==> src/rtl/reset_sequencer.sv <==
// ----------------------------------------------------------------------------
// reset_sequencer
//
// Staged reset release for the memory, bus and CPU domains. All domains are
// held in reset for HOLD_CYCLES edges after the last reset event, then
// released in the order mem -> bus -> cpu with STAGE_GAP edges between
// successive releases. Software-reset and watchdog requests re-run the whole
// sequence. The cause of the last sequence is kept for software readback.
//
// State table
//   state | seq_state_o | meaning
//   HOLD  | 00          | all domains in reset, counting the hold time
//   MEM   | 01          | memory released, bus and cpu still in reset
//   BUS   | 10          | memory and bus released, cpu still in reset
//   RUN   | 11          | all domains released, ready_o high
//
// Ports
//   clk_i           in   PLL output clock, rising edge
//   reset_i         in   SoC-level synchronized reset, sync active-high
//   sw_reset_req_i  in   software reset request (pulse or level)
//   wdt_expire_i    in   watchdog expiry request (pulse or level)
//   rst_mem_o       out  memory-domain reset, active-high
//   rst_bus_o       out  bus/interconnect reset, active-high
//   rst_cpu_o       out  CPU reset, active-high
//   ready_o         out  high only when all domains are released
//   reset_cause_o   out  01 external/PLL, 10 software, 11 watchdog
//   seq_state_o     out  current sequencer state (see table)
// ----------------------------------------------------------------------------
module reset_sequencer #(
  parameter int HOLD_CYCLES = 16,
  parameter int STAGE_GAP   = 4
) (
  input  logic       clk_i,
  input  logic       reset_i,
  input  logic       sw_reset_req_i,
  input  logic       wdt_expire_i,
  output logic       rst_mem_o,
  output logic       rst_bus_o,
  output logic       rst_cpu_o,
  output logic       ready_o,
  output logic [1:0] reset_cause_o,
  output logic [1:0] seq_state_o
);

  localparam int CNT_MAX = (HOLD_CYCLES > STAGE_GAP) ? HOLD_CYCLES : STAGE_GAP;
  localparam int CNT_W   = $clog2(CNT_MAX + 1);

  localparam logic [CNT_W-1:0] HOLD_LAST = CNT_W'(HOLD_CYCLES - 1);
  localparam logic [CNT_W-1:0] GAP_LAST  = CNT_W'(STAGE_GAP - 1);
  localparam logic [CNT_W-1:0] CNT_LIMIT = CNT_W'(CNT_MAX - 1);

  localparam logic [1:0] CAUSE_EXT = 2'b01;
  localparam logic [1:0] CAUSE_SW  = 2'b10;
  localparam logic [1:0] CAUSE_WDT = 2'b11;

  generate
    if (HOLD_CYCLES < 1) begin : g_bad_hold
      $error("reset_sequencer: HOLD_CYCLES must be >= 1");
    end
    if (STAGE_GAP < 1) begin : g_bad_gap
      $error("reset_sequencer: STAGE_GAP must be >= 1");
    end
  endgenerate

  typedef enum logic [1:0] {
    ST_HOLD = 2'b00,
    ST_MEM  = 2'b01,
    ST_BUS  = 2'b10,
    ST_RUN  = 2'b11
  } state_t;

  state_t           state_q, state_nxt;
  logic [CNT_W-1:0] cnt_q, cnt_nxt;
  logic [1:0]       cause_q, cause_nxt;
  logic             req_event;

  assign req_event = sw_reset_req_i | wdt_expire_i;

  // Next-state logic. reset_i is handled in the register process since it
  // overrides everything here. A held request keeps re-entering HOLD with a
  // cleared counter, so the hold time is measured from its last edge.
  always_comb begin
    state_nxt = state_q;
    cnt_nxt   = cnt_q;
    cause_nxt = cause_q;

    if (req_event) begin
      state_nxt = ST_HOLD;
      cnt_nxt   = '0;
      cause_nxt = wdt_expire_i ? CAUSE_WDT : CAUSE_SW;
    end else begin
      unique case (state_q)
        ST_HOLD: begin
          if (cnt_q == HOLD_LAST) begin
            state_nxt = ST_MEM;
            cnt_nxt   = '0;
          end else begin
            cnt_nxt = cnt_q + CNT_W'(1);
          end
        end
        ST_MEM: begin
          if (cnt_q == GAP_LAST) begin
            state_nxt = ST_BUS;
            cnt_nxt   = '0;
          end else begin
            cnt_nxt = cnt_q + CNT_W'(1);
          end
        end
        ST_BUS: begin
          if (cnt_q == GAP_LAST) begin
            state_nxt = ST_RUN;
            cnt_nxt   = '0;
          end else begin
            cnt_nxt = cnt_q + CNT_W'(1);
          end
        end
        ST_RUN: begin
          cnt_nxt = '0;
        end
        default: begin
          state_nxt = ST_HOLD;
          cnt_nxt   = '0;
        end
      endcase
    end
  end

  // State, counter and output registers. The reset outputs are decoded from
  // the next state and registered, so they change at the same edge as the
  // state and never see a combinational path from the inputs.
  always_ff @(posedge clk_i) begin
    if (reset_i) begin
      state_q   <= ST_HOLD;
      cnt_q     <= '0;
      cause_q   <= CAUSE_EXT;
      rst_mem_o <= 1'b1;
      rst_bus_o <= 1'b1;
      rst_cpu_o <= 1'b1;
      ready_o   <= 1'b0;
    end else begin
      state_q   <= state_nxt;
      cnt_q     <= cnt_nxt;
      cause_q   <= cause_nxt;
      rst_mem_o <= (state_nxt == ST_HOLD);
      rst_bus_o <= (state_nxt == ST_HOLD) || (state_nxt == ST_MEM);
      rst_cpu_o <= (state_nxt != ST_RUN);
      ready_o   <= (state_nxt == ST_RUN);
    end
  end

  assign reset_cause_o = cause_q;
  assign seq_state_o   = state_q;

  // The counter only ever counts up to the terminal value of the current
  // stage, so it can never pass the larger of the two terminal counts.
  a_cnt_bound : assert property (@(posedge clk_i) disable iff (reset_i)
                                 cnt_q <= CNT_LIMIT);

endmodule

==> config.mk <==
export PLATFORM = sky130hd
export DESIGN_NAME = reset_sequencer
export DESIGN_NICKNAME = d
export VERILOG_FILES = /design/src/rtl/reset_sequencer.sv
export SDC_FILE = /design/constraint.sdc
export NUM_CORES = 1
export LEC_CHECK = 0
export BUFFER_PORTS_ARGS = -buffer_cell sky130_fd_sc_hd__buf_4
export CAP_MARGIN = 30
export CORE_MARGIN = 1
export CORE_UTILIZATION = 45
export CTS_CLUSTER_DIAMETER = 40
export DETAILED_ROUTE_END_ITERATION = 8
export GPL_TIMING_DRIVEN = 0
export HOLD_SLACK_MARGIN = 0.02
export PLACE_DENSITY = 0.78
export SYNTH_ARGS = -nofsm -noshare
export SYNTH_HDL_FRONTEND = slang
export SYNTH_SLANG_ARGS = --single-unit
export TNS_END_PERCENT = 10
==> constraint.sdc <==
create_clock -name clk_i -period 5.1 [get_ports clk_i]
set_input_delay 0.255 -clock clk_i [delete_from_list [all_inputs] [get_ports clk_i]]
set_output_delay 0.255 -clock clk_i [all_outputs]
set_load 0.01 [all_outputs]
==> results.py <==
metrics = {
    "place": {
        "dpl.hpwl_um": 774,
        "gp_congestion": 0.686,
        "dp_slack_ns": 3.33,
        "placement.io_buffers": 11,
    },
    "timing": {
        "hold_viol": 0,
        "slew_headroom_pct": 68.8,
        "setup_slack_ns": 3.29,
        "finalCriticalPeriod_ns": 1.81,
        "rsz0062_at_grt": "no",
        "setup_viol": 0,
        "min_period_over_period_pct": 35.5,
        "setup_tns_ns": 0,
        "slew_violations": 0,
        "clock.fmax_mhz": 553,
        "holdWs_ns": 0.143,
        "clock_skew_ns": 0.00767,
        "worst_pin_slew_ns": 0.465,
    },
    "routing": {
        "drt-initial-drc-count": 2,
        "drt_wl_total_um": 989,
        "ant_nets": 0,
        "first_pass_iters": 2,
        "viasPerCell": 5.03,
        "via_count": 463,
        "post_drt_wl_per_cell_um": 10.8,
        "drc": 0,
    },
    "global_route": {
        "grt_max_degree": 8,
        "grt_use_total_pct": 17.5,
        "antenna_found_initial": 0,
        "overflow": 0,
        "grt_pass1_wl_um": 1740,
        "grt_pass1_vias": 443,
    },
    "synthesis": {
        "synth_top_area_share_pct": 42.2,
        "synth_flop_cell": "dfxtp_1",
        "ys_seq_area_share_pct": 42.2,
        "syn_area_per_cell_um2": 9.79,
        "synth.top_cells.by_area": "dfxtp_1 (42%), ha_1 (16%), inv_1 (4.3%)",
        "yosysMostFrequentCell": "dfxtp_1",
        "ys_seq_elements": 13,
        "synth.distinct_cells": 24,
        "synth_edf_count": 0,
        "syn_inst": 63,
        "synth_largest_area_cell": "dfxtp_1",
        "syn_nets": 75,
        "synth_area_um2": 617,
        "synthesis.yosys.warnings": 0,
        "async_flop_share_pct": 0,
        "synthTopCellsByCount": "dfxtp_1 (13), ha_1 (8), inv_1 (7), nor2_1 (7), o21ai_0 (5)",
    },
    "cts": {
        "clock_latency_ns": 0.28,
        "cts_tree": "built",
        "clock_path_buffers": 2,
        "cts-buffers-inserted": 3,
        "clkSlewWorstSetupHoldPaths_ns": 0.08,
        "htree_levels": 1,
        "root_buffer": "clkbuf_4",
        "cts_hold_buffers": 0,
        "ctsResizeCount": 0,
        "cts_setup_buffers": 0,
        "cts_sinks": 13,
    },
    "worst_setup_path": {
        "max_stage_delay_ns": 0.34,
        "setup.worst_path.start_class": "flop",
        "r2r_setup_slack_ns": 3.29,
        "critPathArrivalTime_ns": 1.98,
        "cpMostUsedCell": "ha_1",
        "endpoint_kind": "flop",
        "r2r_cells": 7,
        "crit_type": "reg -> reg",
        "critPathMaxFanout": 4,
        "path_cells": "ha_1, and3_2, ha_1, nor2b_1, o21ai_0, nand4_2, and2_1",
        "r2r_start": "cnt_q[0]$_SDFF_PP0_",
        "crit_path_top_delay_cell": "dfxtp_1",
        "rr_endpoint": "seq_state_o[0]$_SDFF_PP0_",
        "critPathRequiredTime_ns": 5.27,
    },
    "power_and_ir_drop": {
        "power_density_mw_per_mm2": 232,
        "p_leak_uw": 0.000306,
        "ir_drop_v": 0.000163,
    },
    "die": {
        "fp-row-count": 12,
        "die_area_mm2": 0.00152,
        "core_mm2": 0.00119,
        "start_util_pct": 52.0,
        "ioPinCount": 12,
        "fp.dieW_um": 39.0,
        "fp.dieH_um": 39.0,
    },
    "cells_and_area": {
        "seqCellArea_um2": 260,
        "nNetsFinal": 91,
        "syn2layout_area_growth_pct": 20.5,
        "drive_gt1_share_pct": 25.6,
        "diodes": 0,
        "multi_input_area_um2": 330,
        "n_fill_cell": 91,
    },
    "worst_hold_path": {
        "hold_depth": 2,
        "whs_endpoint": "reset_cause_o[1]$_SDFFE_PP0P_",
        "hp-class": "in -> reg",
        "worstHoldStart": "reset_i",
    },
    "status": {
        "status": "finished, final reports clean",
    },
    "run": {
        "maxCapViolations": 0,
    },
}
==> flip-flops by register name, summed over array words and instances (netlist names) <==
signal and count:
cnt_q 5, reset_cause_o 2, seq_state_o 2, ready_o 1, rst_bus_o 1, rst_cpu_o 1, rst_mem_o 1
==> how the worst max path moves through the flow <==
| stage | from | to | slack [ns] | cells after the start |
|---|---|---|---|---|
| after global routing | cnt_q[0]$_SDFF_PP0_ | seq_state_o[0]$_SDFF_PP0_ | 3.19 | 7 |
| final | cnt_q[0]$_SDFF_PP0_ | seq_state_o[0]$_SDFF_PP0_ | 3.29 | 7 |
| after floorplan | cnt_q[0]$_SDFF_PP0_ | seq_state_o[0]$_SDFF_PP0_ | 3.47 | 7 |
| after CTS | cnt_q[0]$_SDFF_PP0_ | seq_state_o[0]$_SDFF_PP0_ | 3.31 | 7 |
| after global placement | cnt_q[0]$_SDFF_PP0_ | seq_state_o[0]$_SDFF_PP0_ | 3.35 | 7 |
| after detailed placement | cnt_q[0]$_SDFF_PP0_ | seq_state_o[0]$_SDFF_PP0_ | 3.33 | 7 |
==> layout by cell type, fill, tap and decap left out <==
cell,synthesis,routed
clkbuf_4,0,3
and2_1,2,2
o21ai_0,5,5
and3_2,1,1
nand4_2,1,1
nand3_2,1,1
nand3_1,1,1
or4b_4,1,1
nand3b_1,1,1
o21bai_1,1,1
a32oi_1,1,1
nor3_1,2,2
o31ai_1,1,1
a21oi_1,1,1
dfxtp_1,13,13
buf_4,0,11
nor2_1,7,7
nor4b_2,1,1
a21oi_2,1,1
inv_1,7,7
xor2_1,1,1
xnor2_1,1,1
ha_1,8,8
clkbuf_1,0,1
nor3b_1,1,1
nor2b_1,3,3
nand2_1,1,1
==> area by class of cell <==
class                   count  share of cell area [%]
well taps                  14                    2.36
inverters                   7                    3.54
clock buffers               4                    3.54
flip-flops and latches     13                    35.0
repair buffers             11                    11.1
multi-input cells          43                    44.4
==> report_power, final <==
group | total [uW] | switching (uW) | leakage, uW | internal, uW
sequential | 104 | 0.839 | 0.000106 | 103
clock | 62.2 | 31.8 | 0.0000150 | 30.3
combinational | 6.61 | 3.06 | 0.000185 | 3.55
total | 172 | 35.7 | 0.000306 | 137
==> layer usage <==
layer,GRT usage [%],wire (um),vias up
met3,3.47,43,5
met4,15.5,36,0
met1,21.6,506,204
met5,0,0,-
li1,-,-,241
met2,25.4,403,13
==> per-stage QoR <==
| stage | instance area [um^2] | utilization (%) | std cells | power [uW] |
|---|---|---|---|---|
| 6_report | 743 | 62.7 | 92 | 172 |
| 5_1_grt | 743 | 62.7 | 92 | 176 |
| 4_1_cts | 743 | 62.7 | 92 | 174 |
| 3_5_place_dp | 717 | 60.4 | 88 | 113 |
| 3_3_place_gp | 717 | 60.4 | 88 | 112 |
| 2_1_floorplan | 617 | - | 63 | 108 |
==> cells by family (layout without fill, tap and decap cells) <==
kind of cell,count (synthesis),count (layout),share of synthesized area [%]
xor gates and xnor gates,2,2,2.84
buffers and inverters,7,22,4.26
DFF,13,13,42.2
and+or+nand+nor,23,23,24.3
adders and majority gates,8,8,16.2
AOI/OAI and AO/OA,10,10,10.1
==> worst max-delay path: cells and delay by family (launching register included) <==
family,cells,cell delay [ns]
and+or+nand+nor,4,0.73
AOI/OAI and AO/OA,1,0.19
adders and majority gates,2,0.43
DFF,1,0.34
Power figures use the tool's default switching activity.
